[src/rtl/ptr_unit_pkg.sv]
// rtl/ptr_unit_pkg.sv - shared post-mode encodings and select-width helper for ptr_unit
package ptr_unit_pkg;

  localparam logic [1:0] PM_NONE = 2'b00;
  localparam logic [1:0] PM_INC  = 2'b01;
  localparam logic [1:0] PM_DEC  = 2'b10;

  // Width of the pointer index for n pointer registers (n >= 2).
  function automatic int sel_width(input int n);
    return (n <= 2) ? 1 : $clog2(n);
  endfunction

endpackage

[src/rtl/ptr_unit_if.sv]
// rtl/ptr_unit_if.sv - access/write bus between the instruction decode and ptr_unit
interface ptr_unit_if #(
  parameter int MDATAW = 8,
  parameter int NPTR   = 4
) ();
  import ptr_unit_pkg::*;

  localparam int SELW = sel_width(NPTR);

  logic [SELW-1:0]   sel;
  logic [MDATAW-1:0] din;
  logic              wr_ptr;
  logic              wr_len;
  logic              use_en;
  logic [1:0]        post;
  logic              rev;
  logic [MDATAW-1:0] ptr_o;
  logic              srf_o;
  logic              inv_o;

  modport master (
    output sel, din, wr_ptr, wr_len, use_en, post, rev,
    input  ptr_o, srf_o, inv_o
  );

  modport slave (
    input  sel, din, wr_ptr, wr_len, use_en, post, rev,
    output ptr_o, srf_o, inv_o
  );

endinterface

[src/rtl/ptr_unit_ptr_next.sv]
// rtl/ptr_unit_ptr_next.sv - next-pointer computation with linear or circular wrap
module ptr_next
  import ptr_unit_pkg::*;
#(
  parameter int MDATAW = 8
) (
  input  logic [MDATAW-1:0] p,
  input  logic [MDATAW-1:0] l,
  input  logic [1:0]        post,
  output logic [MDATAW-1:0] nxt
);

  localparam logic [MDATAW-1:0] ONE  = MDATAW'(1);
  localparam logic [MDATAW-1:0] ZERO = '0;

  // L==0 is linear (natural modulo wrap); otherwise wrap within [0, L-1],
  // pulling any out-of-range pointer back into the window.
  always_comb begin
    nxt = p;
    case (post)
      PM_INC: begin
        if (l == ZERO)           nxt = p + ONE;
        else if (p >= l - ONE)   nxt = ZERO;
        else                     nxt = p + ONE;
      end
      PM_DEC: begin
        if (l == ZERO)                  nxt = p - ONE;
        else if (p == ZERO || p >= l)   nxt = l - ONE;
        else                            nxt = p - ONE;
      end
      default: nxt = p;
    endcase
  end

endmodule

[src/rtl/ptr_unit.sv]
// rtl/ptr_unit.sv - pointer/length register file with post-modify and registered output stage
module ptr_unit
  import ptr_unit_pkg::*;
#(
  parameter int MDATAW = 8,
  parameter int FFTSIZ = 3,
  parameter int USEFFT = 1,
  parameter int NPTR   = 4
) (
  input logic        clk,
  input logic        rst,
  ptr_unit_if.slave  bus
);

  localparam int  SELW    = sel_width(NPTR);
  localparam bit  FFT_ON  = (USEFFT != 0);

  // FFTSIZ only travels with the design to the bit-reverse stage; sanity-check it here.
  if (FFTSIZ < 1 || FFTSIZ > MDATAW) begin : g_fftsiz_chk
    $error("ptr_unit: FFTSIZ must be within 1..MDATAW");
  end
  if (NPTR < 2 || (1 << SELW) != NPTR) begin : g_nptr_chk
    $error("ptr_unit: NPTR must be a power of two >= 2");
  end

  logic [MDATAW-1:0] p_q [NPTR];
  logic [MDATAW-1:0] p_d [NPTR];
  logic [MDATAW-1:0] l_q [NPTR];
  logic [MDATAW-1:0] l_d [NPTR];
  logic [MDATAW-1:0] ptr_q, ptr_d;
  logic              srf_q, srf_d;
  logic              inv_q, inv_d;

  logic [MDATAW-1:0] cur_p;
  logic [MDATAW-1:0] cur_l;
  logic [MDATAW-1:0] nxt_p;

  // Read the selected pointer and length before any update this cycle.
  always_comb begin
    cur_p = p_q[bus.sel];
    cur_l = l_q[bus.sel];
  end

  ptr_next #(.MDATAW(MDATAW)) u_ptr_next (
    .p    (cur_p),
    .l    (cur_l),
    .post (bus.post),
    .nxt  (nxt_p)
  );

  // Write decode and priority: wr_ptr overrides the post-modify; wr_len is independent.
  always_comb begin
    p_d   = p_q;
    l_d   = l_q;
    ptr_d = ptr_q;
    srf_d = 1'b0;
    inv_d = 1'b0;
    if (bus.use_en) begin
      ptr_d          = cur_p;
      srf_d          = 1'b1;
      inv_d          = bus.rev & FFT_ON;
      p_d[bus.sel]   = nxt_p;
    end
    if (bus.wr_ptr) p_d[bus.sel] = bus.din;
    if (bus.wr_len) l_d[bus.sel] = bus.din;
  end

  // State and output registers; reset clears everything including an in-flight access.
  always_ff @(posedge clk) begin
    if (rst) begin
      for (int i = 0; i < NPTR; i++) begin
        p_q[i] <= '0;
        l_q[i] <= '0;
      end
      ptr_q <= '0;
      srf_q <= 1'b0;
      inv_q <= 1'b0;
    end else begin
      p_q   <= p_d;
      l_q   <= l_d;
      ptr_q <= ptr_d;
      srf_q <= srf_d;
      inv_q <= inv_d;
    end
  end

  assign bus.ptr_o = ptr_q;
  assign bus.srf_o = srf_q;
  assign bus.inv_o = inv_q;

endmodule

[src/flat_wrapper.sv]
// flat-port wrapper written by rule: the top's interface ports become plain ports
module ptr_unit_flat import ptr_unit_pkg::*;
#(
  parameter int MDATAW = 8,
  parameter int FFTSIZ = 3,
  parameter int USEFFT = 1,
  parameter int NPTR   = 4
)
  (clk, rst, bus_sel, bus_din, bus_wr_ptr, bus_wr_len, bus_use_en, bus_post, bus_rev, bus_ptr_o, bus_srf_o, bus_inv_o);
  ptr_unit_if #(.MDATAW(MDATAW), .NPTR(NPTR)) bus_i ();
  input logic clk;
  input logic rst;
  input wire logic [$bits(bus_i.sel)-1:0] bus_sel;
  input wire logic [$bits(bus_i.din)-1:0] bus_din;
  input wire logic [$bits(bus_i.wr_ptr)-1:0] bus_wr_ptr;
  input wire logic [$bits(bus_i.wr_len)-1:0] bus_wr_len;
  input wire logic [$bits(bus_i.use_en)-1:0] bus_use_en;
  input wire logic [$bits(bus_i.post)-1:0] bus_post;
  input wire logic [$bits(bus_i.rev)-1:0] bus_rev;
  output wire logic [$bits(bus_i.ptr_o)-1:0] bus_ptr_o;
  output wire logic [$bits(bus_i.srf_o)-1:0] bus_srf_o;
  output wire logic [$bits(bus_i.inv_o)-1:0] bus_inv_o;
  assign bus_i.sel = bus_sel;
  assign bus_i.din = bus_din;
  assign bus_i.wr_ptr = bus_wr_ptr;
  assign bus_i.wr_len = bus_wr_len;
  assign bus_i.use_en = bus_use_en;
  assign bus_i.post = bus_post;
  assign bus_i.rev = bus_rev;
  assign bus_ptr_o = bus_i.ptr_o;
  assign bus_srf_o = bus_i.srf_o;
  assign bus_inv_o = bus_i.inv_o;
  ptr_unit #(.MDATAW(MDATAW), .FFTSIZ(FFTSIZ), .USEFFT(USEFFT), .NPTR(NPTR)) u_core (.clk(clk), .rst(rst), .bus(bus_i));
endmodule
[config.mk]
export PLATFORM = sky130hd
export DESIGN_NAME = ptr_unit_flat
export DESIGN_NICKNAME = d
export VERILOG_FILES = /design/src/rtl/ptr_unit_pkg.sv /design/src/rtl/ptr_unit_if.sv /design/src/rtl/ptr_unit_ptr_next.sv /design/src/rtl/ptr_unit.sv /design/src/flat_wrapper.sv
export SDC_FILE = /design/constraint.sdc
export NUM_CORES = 1
export LEC_CHECK = 0
export CAP_MARGIN = 20
export CORE_ASPECT_RATIO = 1.25
export CORE_MARGIN = 10
export CORE_UTILIZATION = 43
export CTS_CLUSTER_SIZE = 20
export DETAILED_ROUTE_END_ITERATION = 10
export PLACE_DENSITY = 0.67
export SETUP_SLACK_MARGIN = 0.2
export SKIP_LAST_GASP = 1
export SLEW_MARGIN = 10
export SYNTH_ARGS = -nofsm -noshare
export SYNTH_HDL_FRONTEND = slang
export SYNTH_SLANG_ARGS = --single-unit
[constraint.sdc]
create_clock -name clk -period 4.6 [get_ports clk]
set_input_delay 0.69 -clock clk [delete_from_list [all_inputs] [get_ports clk]]
set_output_delay 0.69 -clock clk [all_outputs]
set_load 0.005 [all_outputs]
# Word level (Yosys, flattened, before mapping)
# Cells that the tools add are included.
# word_totals
ff_bits	74
input_bits	18
out_inout_bits	10
word_cells	46
# classes
n_addsub	3
order_cmp	4
eq_ne	2
muxes	19
bitwise	2
reduce_logical	5
# op_table
op	n
$bwmux 32	3
$mux 8	9
$mux 32	2
$bmux 8 s2	2
$demux 8 s2	1
$ge 8x8->1	2
$logic_not 8->1	2
$pmux 8 s2	1
$sub 8x1->8 const B	2
$add 8x1->8 const B	1
$ge 3x3->1 const B	1
$lt 3x1->1 const B	1
$not 2->3	1
$eq 2x1->1 const B	1
$eq 2x2->1 const B	1
$reduce_or 2->1	1
$logic_and 1x1->1	1
$logic_or 1x1->1	1
$mux 1	1
$not 1->1	1

# Logic depth before layout (Yosys ltp)
# depth
word_depth	13
depth_mapped	18
ltp_nobuf	14

# Cells and area by module
# A second synthesis with hierarchy kept.
# hier_totals
hier_cells	476
hier_area_um2	4337.9
# modules_own_cells
mod	n_inst	cells_per_inst	area_each_um2	seq_area_each_um2
ptr_unit	1	320	3196.8	1481.4
ptr_next	1	156	1141.1	0.0

# Worst setup path after synthesis
# No wires, ideal clock.
# synth_path
path_kind	input to register
from	input port bus_sel[1]
to	register u_core.p_q[13] (netlist name)
setup_ps	96
t_arrival_ps	3904
t_required_ps	4504
slack_ps	600
stages	17
n_path_buf	4
path_cell_list	clkbuf_1 > buf_4 > clkbuf_1 > mux4_2 > nor2_1 > and3_1 > xnor2_1 > ha_1 > a21o_1 > a21o_1 > a21oi_1 > o31a_1 > o21ai_2 > buf_6 > o41ai_2 > a211oi_1 > o41ai_2
# synth_via
elab_chain_len	13
word_cells_on_any_way	29
cone_classes	add/sub (3); order compare (4); mux (17); bitwise (1); reduce/logical (4)
# synth_lines
item	line_no	source
start: declaration	flat_wrapper.sv:13	input wire logic [$bits(bus_i.sel)-1:0] bus_sel;
$not 2->3 (not written as such) (*)	--	
$bmux 8 s2, on equally long branches	ptr_unit.sv:41, ptr_unit.sv:40	
$mux 8, on equally long branches (2 in series)	ptr_unit.sv:41, ptr_unit.sv:40	
$sub 8x1->8, or another cell as far along	ptr_unit_ptr_next.sv:23, ptr_unit_ptr_next.sv:28	
$ge 8x8->1 / $logic_or 1x1->1 (equally long branches)	ptr_unit_ptr_next.sv:23, ptr_unit_ptr_next.sv:28	
$mux 8, on equally long branches	ptr_unit_ptr_next.sv:23, ptr_unit_ptr_next.sv:28	
$mux 8, on equally long branches	ptr_unit_ptr_next.sv:22, ptr_unit_ptr_next.sv:27	
$pmux 8 s2	ptr_unit_ptr_next.sv:20	case (post)
$bwmux 32	ptr_unit.sv:62	p_d[bus.sel] = nxt_p;
$mux 32	ptr_unit.sv:58	if (bus.use_en) begin
$bwmux 32	ptr_unit.sv:64	if (bus.wr_ptr) p_d[bus.sel] = bus.din;
$mux 32 (*)	ptr_unit.sv:64	
end signal: assignment	ptr_unit.sv:79	p_q <= p_d;
end: declaration	ptr_unit.sv:26	logic [MDATAW-1:0] p_q [NPTR];
# Every way passes the cells marked *; elsewhere a longest branch is shown, timed or not. The select of a mux whose other input is x is not followed.
# A chain may end at the register's enable or synchronous reset.

# Worst setup path in the final report
# layout_path
from	input port bus_sel[0]
to	register u_core.p_q[24] (netlist name)
# The elaborated chain is that of the path after synthesis.

==> reports/metrics.yaml <==
clock_tree:
  tritoncts: "done"
  htree_num_levels: 3
  clk_latency_ps: 340
  post_cts.repair.setup_buffers: 0
  clk_pin_slew_worst_setup_hold_paths_ps: 60
  ctsHoldBuffers: 0
  cts-root-to-sink-buffers: 2
  cts-root-buf: "clkbuf_16"
  numCtsBuffers: 9
  cts_num_sinks: 74
grt:
  first_global_vias: 3964
  global_route.usage.total: 0.168
  grt_max_degree: 40
  global_route.overflow_total: 0
  global_route_wire_length_before_repair_um: 20700
  number_of_antenna_violations_at_the_first_check_in_global_routing: 0
setup_path:
  timing.critical_path.from: "bus_sel[0]"
  startpoint_to_endpoint_class_of_the_critical_path: "input pin to register"
  crit_required_ps: 4800
  crit_path_end_kind: "register"
  cp.arrival_ps: 4370
  cp-start-kind: "input pin"
  timing.rr.start: "u_core.l_q[0]"
  path_max_fanout: 12
pwr:
  share_seq_of_total_power: 0.367
  p_switching_w: 0.000524
  p_int_w: 0.00134
  sw_frac_of_total: 0.282
  cellPowerDensity_nw_per_um2: 353
  max-vdd-ir-drop_uv: 264
  clock_power_share: 0.424
  leak_pwr_nw: 2.07
  power.combinational.fraction: 0.210
  p_total_w: 0.00186
finish:
  layout.nets: 567
  layout-drive-gt1-share: 0.117
  num_antenna_cells: 0
  layout.core_utilization: 0.518
  fillerInstances: 942
  final-instance-count-excl-fill: 660
  final_cell_area_um2: 5270
  syn_to_final_growth_pct: 16.7
  combined_area_of_the_multi_input_logic_cells_um2: 2810
  sequential_cell_area_um2: 1480
die:
  num_io_pins: 28
  effective_utilization_at_floorplan: 0.444
  fp.dieW_um: 112
  floorplan.die.height_um: 135
  rows: 41
  floorplan.core_area_um2: 10200
  die_area_um2: 15000
sta:
  grt_setup_unrepaired: "no"
  timing.final.hold_violations: 0
  final_max_slew_viols: 0
  slew-limit-headroom: 0.393
  number_of_setup_violations_in_the_final_report: 0
  max_slew.worst_pin.slew_ps: 909
  final.period_utilization: 0.906
  fmax_ghz: 0.240
  tns_setup_ps: 0
  final_period_minus_worst_setup_slack_ps: 4170
  finClkSkew_ps: 6.15
drt:
  drt.antenna.violating_nets: 0
  dr_vias: 3999
  drc: 0
  avgRoutedWirePerCell_um: 19.4
  avgViaCountPerCell: 6.06
  detail_route.wirelength_um: 12800
  drt_first_pass_iters: 5
  detail_route.iter0.violations: 296
logic_synthesis:
  synth-edff-count: 0
  area_of_the_mapped_netlist_um2: 4510
  yosys.area_share.xor_xnor: 0.0214
  synth_warnings: 0
  dominant_combinational_cell_family_by_area_after_synthesis: "simple AND/OR/NAND/NOR gates"
  synth_cell_types: 52
  synth-compound-area-share: 0.186
  ys_seq_elements: 74
  avgSynthCellArea_um2: 8.93
  asyncSetResetFlopFracSynth: 0
  synth.mux.area_fraction: 0.138
  yosysSeqAreaShare: 0.328
  yosys.area_share.simple: 0.208
  synthAdderAreaFrac: 0.0638
  synth_fp_nets: 546
  synth-main-ff-cell: "dfxtp_1"
  postSynthCellCount: 505
placed_design:
  post-place-cells: 644
  place.port_buffers: 27
  dp.final_hpwl_um: 9350
  placed_cell_area_um2: 4910
  gp_routability_congestion: 0.918
hold_path:
  worst_hold_path_type: "register to register"
  hp-start: "u_core.l_q[23]"
run:
  max-cap-violations: 0
outcome:
  run_status: "completed"
==> cells in the final DEF (no fill, tap or decap), drive strengths merged, types with 11 or more instances in the layout <==
cell,count
a21oi,55
buf,19
clkbuf,11
clkdlybuf4s50,25
dfxtp,74
ha,23
inv,18
mux2i,22
mux4,16
nand2,60
nand3,28
nor2,34
nor2b,12
nor3b,15
o21ai,30
==> layout make-up <==
type                            count  area share
Clock inverter                      5      0.0162
Clock buffer                       11      0.0480
Inverter                           17      0.0121
Multi-Input combinational cell    379       0.533
Tap cell                          129      0.0307
Timing Repair Buffer               45      0.0789
Sequential cell                    74       0.281
==> routing by layer <==
metal	GRT usage	vias to the layer above	part of all wire
met5	0	-	0
met4	0.0923	0	0.039
met3	0.0403	35	0.060
met2	0.284	151	0.50
met1	0.191	1925	0.40
li1	-	1888	-
==> timing repair <==
| item | in CTS | in global routing |
|---|---|---|
| resized for setup | 0 | 4 |
| hold endpoints to repair | 0 | 0 |
| endpoints found under the setup margin | 0 | 19 |
==> critical path: stages <==
cell	delay [ps]
clkdlybuf4s50_1	500
buf_12	150
mux4_2	580
inv_1	150
ha_1	250
nand3_1	150
xnor2_2	190
ha_1	300
nand4_1	80
o31a_1	340
o21ai_4	340
nor3_1	110
a221oi_2	360
o21ai_0	170
==> power groups by stage <==
stage / sequential (W) / combinational, W / clock [W]
after floorplan: 0.000691 / 0.000276 / 0
after global placement: 0.000694 / 0.000376 / 0
after detailed placement: 0.000696 / 0.000381 / 0
after CTS: 0.000682 / 0.000384 / 0.000795
after global routing: 0.000684 / 0.000426 / 0.000819
final: 0.000682 / 0.000390 / 0.000788
==> registers in the layout, summed over array words and instances (netlist names) <==
signal,count
u_core.bus.inv_o,1
u_core.bus.ptr_o,8
u_core.bus.srf_o,1
u_core.l_q,32
u_core.p_q,32
==> kinds of logic (layout without fill, tap and decap cells) <==
kind of cell    after synthesis  in the layout
compound gates              125            125
flops                        74             74
xor+xnor                     11             11
fa+ha+maj                    23             23
buf+inv                      52             78
simple gates                182            182
mux                          38             38
==> synth_stat cells (3+ instances only) <==
| library cell | number | area, um^2 |
|---|---|---|
| a211oi_1 | 5 | 37.5 |
| a21o_1 | 3 | 22.5 |
| a21oi_1 | 55 | 275 |
| a221oi_1 | 4 | 35.0 |
| a221oi_2 | 6 | 90.1 |
| a32oi_1 | 5 | 43.8 |
| and2_1 | 8 | 50.1 |
| and3_1 | 5 | 31.3 |
| buf_1 | 5 | 18.8 |
| buf_2 | 4 | 20.0 |
| buf_4 | 3 | 22.5 |
| clkbuf_1 | 20 | 75.1 |
| dfxtp_1 | 74 | 1480 |
| ha_1 | 23 | 288 |
| inv_1 | 17 | 63.8 |
| mux2i_1 | 21 | 210 |
| mux4_1 | 10 | 263 |
| mux4_2 | 6 | 135 |
| nand2_1 | 60 | 225 |
| nand2b_1 | 3 | 18.8 |
| nand3_1 | 28 | 140 |
| nand4_1 | 5 | 31.3 |
| nor2_1 | 32 | 120 |
| nor2b_1 | 12 | 75.1 |
| nor3b_1 | 15 | 113 |
| o21ai_0 | 28 | 140 |
| o221ai_1 | 4 | 35.0 |
| o41ai_2 | 5 | 81.3 |
| or3_1 | 3 | 18.8 |
| xnor2_1 | 9 | 78.8 |
==> metrics by stage <==
| stage | setup WS, ps | hold WS (ps) |
|---|---|---|
| 2_1_floorplan | 600 | 432 |
| 3_3_place_gp | 38.4 | 437 |
| 3_5_place_dp | -15.8 | 445 |
| 4_1_cts | 336 | 453 |
| 5_1_grt | 207 | 466 |
| 6_report | 434 | 451 |
==> path summary, 6_finish.rpt <==
| check | endpoint | slack [ps] | cells past startpoint |
|---|---|---|---|
| hold reg to reg | u_core.l_q[23] | 450 | 2 |
| setup / recovery | u_core.p_q[24] | 430 | 14 |
| setup reg to reg | u_core.p_q[24] | 1160 | 12 |
| hold / removal | u_core.l_q[23] | 450 | 2 |
Power figures use the tool's default switching activity.
==> RTL change 1: new RTL, config.mk and constraints unchanged <==
`MDATAW` is set to 8 in 4 places; all go to 7.
--- a/src/rtl/ptr_unit_if.sv
+++ b/src/rtl/ptr_unit_if.sv
@@ -1,6 +1,6 @@
 // rtl/ptr_unit_if.sv - access/write bus between the instruction decode and ptr_unit
 interface ptr_unit_if #(
-  parameter int MDATAW = 8,
+  parameter int MDATAW = 7,
   parameter int NPTR   = 4
 ) ();
   import ptr_unit_pkg::*;
--- a/src/rtl/ptr_unit_ptr_next.sv
+++ b/src/rtl/ptr_unit_ptr_next.sv
@@ -2,7 +2,7 @@
 module ptr_next
   import ptr_unit_pkg::*;
 #(
-  parameter int MDATAW = 8
+  parameter int MDATAW = 7
 ) (
   input  logic [MDATAW-1:0] p,
   input  logic [MDATAW-1:0] l,
--- a/src/rtl/ptr_unit.sv
+++ b/src/rtl/ptr_unit.sv
@@ -2,7 +2,7 @@
 module ptr_unit
   import ptr_unit_pkg::*;
 #(
-  parameter int MDATAW = 8,
+  parameter int MDATAW = 7,
   parameter int FFTSIZ = 3,
   parameter int USEFFT = 1,
   parameter int NPTR   = 4
--- a/src/flat_wrapper.sv
+++ b/src/flat_wrapper.sv
@@ -1,7 +1,7 @@
 // flat-port wrapper written by rule: the top's interface ports become plain ports
 module ptr_unit_flat import ptr_unit_pkg::*;
 #(
-  parameter int MDATAW = 8,
+  parameter int MDATAW = 7,
   parameter int FFTSIZ = 3,
   parameter int USEFFT = 1,
   parameter int NPTR   = 4
Ports: changed (resized bus_din and bus_ptr_o); port bits go from 28 to 26. The function was not compared with the original's and may differ.
==> RTL change 1 against the original RTL <==
Worst setup slack got worse by 0.082 ns; worst hold slack gained 0.0036 ns; clock skew is 0.0037 ns higher; wire length down 13%; sequential cell count fell by 9; critical endpoint is now u_core.p_q[4]$_SDFF_PP0_; highest routed layer unchanged; total power shrank 22%; largest cell class unchanged; utilization decreased by 1.1 points; combinational power fell by 14%; first-iteration DRC count rose by 15%; largest power group is now registers; cell area shrank 16%; synthesized area shrank 15%.
==> RTL change 1: results (changes against the original RTL) <==
| Metric | Value |
|---|---|
| Status | completed |
| Vias | 3500 (-12%) |
| Comb group | 0.334 mW (-14%) |
| Detailed Place HPWL | 8054 um (-14%) |
| Fillcell total | 802 (-15%) |
| DP Area | 0.004204 mm^2 (-14%) |
| Via-to-Cell Ratio | 6.119 (+0.99%) |
| Largest cells by area after synthesis | dfxtp_1 (34%), ha_1 (6.5%), mux4_2 (5.9%), nand2_1 (4.9%), o221ai_1 (4.6%) |
| Share of cells above drive strength 1 | 0.1305 (+0.01377) |
| Wire length on met2 | 5401 um (-16%) |
| Worst IR Drop VDD | 0.2709 mV (+2.4%) |
| Met1 WL | 4541 um (-11%) |
| Final RePlAce weighted congestion | 0.9526 (+3.8%) |
| WL final | 11070 um (-13%) |
| Critical-path top delay cell | clkdlybuf4s50_1 |
| Maximum clock rate | 0.2354 GHz (-1.9%) |
| GR Layer Usage met3 | 0.03443 (-0.005907) |
| Flop pwr share | 0.417 (+0.050) |
| Clock skew | 0.009892 ns (+0.003742 ns) |
| R2r setup slk | 1.20 ns (+0.04 ns) |
| CP max FO | 7 (-5) |
| Routed met3 length | 870 um (+13%) |
| IO buf count | 25 (-7.4%) |
| Most frequent cells after synthesis | dfxtp_1 (65), nand2_1 (50), a21oi_1 (31), clkbuf_1 (22), nor2_1 (21) |
| Leak Pwr | 1.672 nW (-19%) |
| Met2 usage | 0.2644 (-0.01969) |
| RR Endpoint | u_core.p_q[4]$_SDFF_PP0_ |
==> RTL change 1: cell count changes in the layout (fill, tap and decap cells not counted), sizes merged, moves of 8 or more <==
cell,before,now
o21ai,30,10
a31oi,0,19
o22ai,0,9
nor3b,15,1
o221ai,4,20
nor2,34,22
a221oi,10,2
nand3,28,18
dfxtp,74,65
nand2,60,50
a21oi,55,31
==> RTL change 1: kinds of logic (layout without fill, tap and decap cells) <==
family	Yosys count	in the layout	share of synthesized area
simple gates	129	129	0.1647
flops	65	65	0.3405
compound gates	122	122	0.2220
fa+ha+maj	20	20	0.06549
mux	30	30	0.1248
xor+xnor	9	9	0.02063
buf+inv	52	77	0.06188
==> RTL change 1: area by class of cell <==
| cell class | count | area [um^2] | area share |
|---|---|---|---|
| multi-input combinational | 310 | 2290 | 0.5184 |
| tap | 120 | 150.1 | 0.03399 |
| clock buffer | 12 | 155.1 | 0.03513 |
| clock inverter | 4 | 51.30 | 0.01161 |
| inverter | 17 | 63.81 | 0.01445 |
| sequential | 65 | 1301 | 0.2946 |
| timing repair buffer | 44 | 405.4 | 0.09178 |
==> RTL change 1: worst min path at each step <==
stage | endpoint | cells past startpoint
CTS | u_core.l_q[7]$_SDFFE_PP0P_ | 2
floorplan | u_core.l_q[11]$_SDFFE_PP0P_ | 2
global route | u_core.l_q[10]$_SDFFE_PP0P_ | 2
finish | u_core.l_q[7]$_SDFFE_PP0P_ | 2
global placement | u_core.l_q[21]$_SDFFE_PP0P_ | 2
detailed placement | u_core.l_q[7]$_SDFFE_PP0P_ | 2
==> RTL change 1: timing repair <==
action,in CTS,in global routing
gates resized for setup,0,1
buffers inserted,0,0
setup endpoints to repair,0,12
==> RTL change 2: new RTL, same flow settings <==
Made on the original files. Reset style: asynchronous (`rst`), changed in one clocked block.
--- a/src/rtl/ptr_unit.sv
+++ b/src/rtl/ptr_unit.sv
@@ -66,7 +66,7 @@
   end
 
   // State and output registers; reset clears everything including an in-flight access.
-  always_ff @(posedge clk) begin
+  always_ff @(posedge clk or posedge rst) begin
     if (rst) begin
       for (int i = 0; i < NPTR; i++) begin
         p_q[i] <= '0;
Function: differs if rst is asserted again (counterexample within 4 cycles, from zero or initial values and one cycle with rst high); with rst held inactive, the same outputs for 4 cycles.
==> RTL change 2 against the original RTL <==
Register-to-register slack got worse by 0.07 ns; largest cell class unchanged; sequential cell count is the same; die area is 0.17% lower; synthesized area shrank 0.19%; worst setup slack better by 0.032 ns; critical path depth shrank 2; cell count is 12% lower; cell area is 1.2% higher; wire length decreased by 8.6%.
Power is not compared: it rests on default switching activity, and its combinational part moved more than twofold at a synthesized area within 25%.
==> RTL change 2: results (changes against the original RTL) <==
| Metric | Value |
|---|---|
| Hold path cells | 1 (-1) |
| Final RePlAce weighted congestion | 0.8887 (-3.2%) |
| Largest cells by area after synthesis | dfrtp_1 (41%), mux2_2 (10%), mux4_2 (6.5%), ha_1 (6.4%), a21oi_1 (4.4%) |
| Share of cells above drive strength 1 | 0.2483 (+0.1316) |
| GRT Util Overall | 0.1576 (-0.01041) |
| Most frequent cells after synthesis | dfrtp_1 (74), nor2_1 (43), a21oi_1 (40), mux2_2 (40), ha_1 (23) |
| CP max FO | 9 (-3) |
| Met2 usage | 0.2740 (-0.01011) |
| Wire length on met2 | 6053 um (-5.8%) |
| Met1 WL | 4651 um (-8.4%) |
| Worst reg-to-reg path cell count | 11 (-1) |
| Worst EP arrival | 4.33 ns (-0.04 ns) |
| Worst-margin pin slew | 0.7519 ns (-0.1573 ns) |
| Synth Flop Type | dfrtp_1 |
| Post-layout nets | 489 (-14%) |
| Sequential share of the synthesized area | 0.4113 (+0.08291) |
| Worst Hold Slack | 0.5026 ns (+0.05154 ns) |
| Placed cell count | 565 (-12%) |
| Synthesized Nets | 447 (-18%) |
| GR Layer Usage met3 | 0.03034 (-0.009993) |
| Global routing usage on met1 | 0.1818 (-0.008845) |
| WL final | 11670 um (-8.6%) |
| Largest net degree at the start of global routing | 47 (+18%) |
| Final worst path period share | 0.8987 (-0.006957) |
| Vias | 3479 (-13%) |
| Status | completed |
| Worst Hold End | u_core.l_q[26]$_DFFE_PP0P_ |
| R2r setup slk | 1.09 ns (-0.07 ns) |
| Ys async rst share | 1.000 (+1.000) |
| Via-to-Cell Ratio | 5.998 (-1.0%) |
| Initial DRC Count | 286 (-3.4%) |
| Routed met3 length | 630 um (-18%) |
RTL change 2: final cells by class:
| cell class | count | area [um^2] |
|---|---|---|
| sequential | 74 | 1852 |
| fill | 907 | 4828 |
| clock buffer | 10 | 239.0 |
| inverter | 21 | 78.83 |
| tap | 129 | 161.4 |
| multi-input combinational | 294 | 2494 |
| timing repair buffer | 48 | 450.4 |
| clock inverter | 4 | 53.80 |
RTL change 2: power by group through the flow:
stage                     registers (mW)  logic [mW]  clock network [mW]
after floorplan                    0.844       0.639                   0
after detailed placement           0.865       0.920                   0
final                              0.854       0.932               0.694
after global placement             0.858       0.895                   0
after global routing               0.870        1.02               0.737
after CTS                          0.853       0.924               0.706
RTL change 2: worst max path at each step:
| stage | end | start | cells past startpoint |
|---|---|---|---|
| after floorplan | u_core.p_q[27]$_DFF_PP0_ | bus_sel[0] | 16 |
| after global placement | u_core.p_q[2]$_DFF_PP0_ | bus_sel[0] | 13 |
| after detailed placement | u_core.p_q[2]$_DFF_PP0_ | bus_sel[0] | 13 |
| after CTS | u_core.p_q[2]$_DFF_PP0_ | bus_sel[0] | 13 |
| after global routing | u_core.p_q[12]$_DFF_PP0_ | bus_sel[1] | 12 |
| final | u_core.p_q[4]$_DFF_PP0_ | bus_sel[1] | 12 |
RTL change 2: critical path, stage by stage:
cell and delay (ns):
clkdlybuf4s50_1 0.76, mux4_2 0.43, nor4_2 0.34, nand3_1 0.15
xnor2_1 0.17, ha_1 0.30, nand4_1 0.10, o31a_1 0.41
o21ai_4 0.31, o211ai_1 0.15, a21oi_1 0.37, a21oi_1 0.13
RTL change 2: cell families after synthesis:
family          synth area share
fa+ha+maj                0.06393
compound gates            0.1559
xor+xnor                 0.02140
buf+inv                  0.03613
mux                       0.1915
simple gates              0.1198
flops                     0.4113
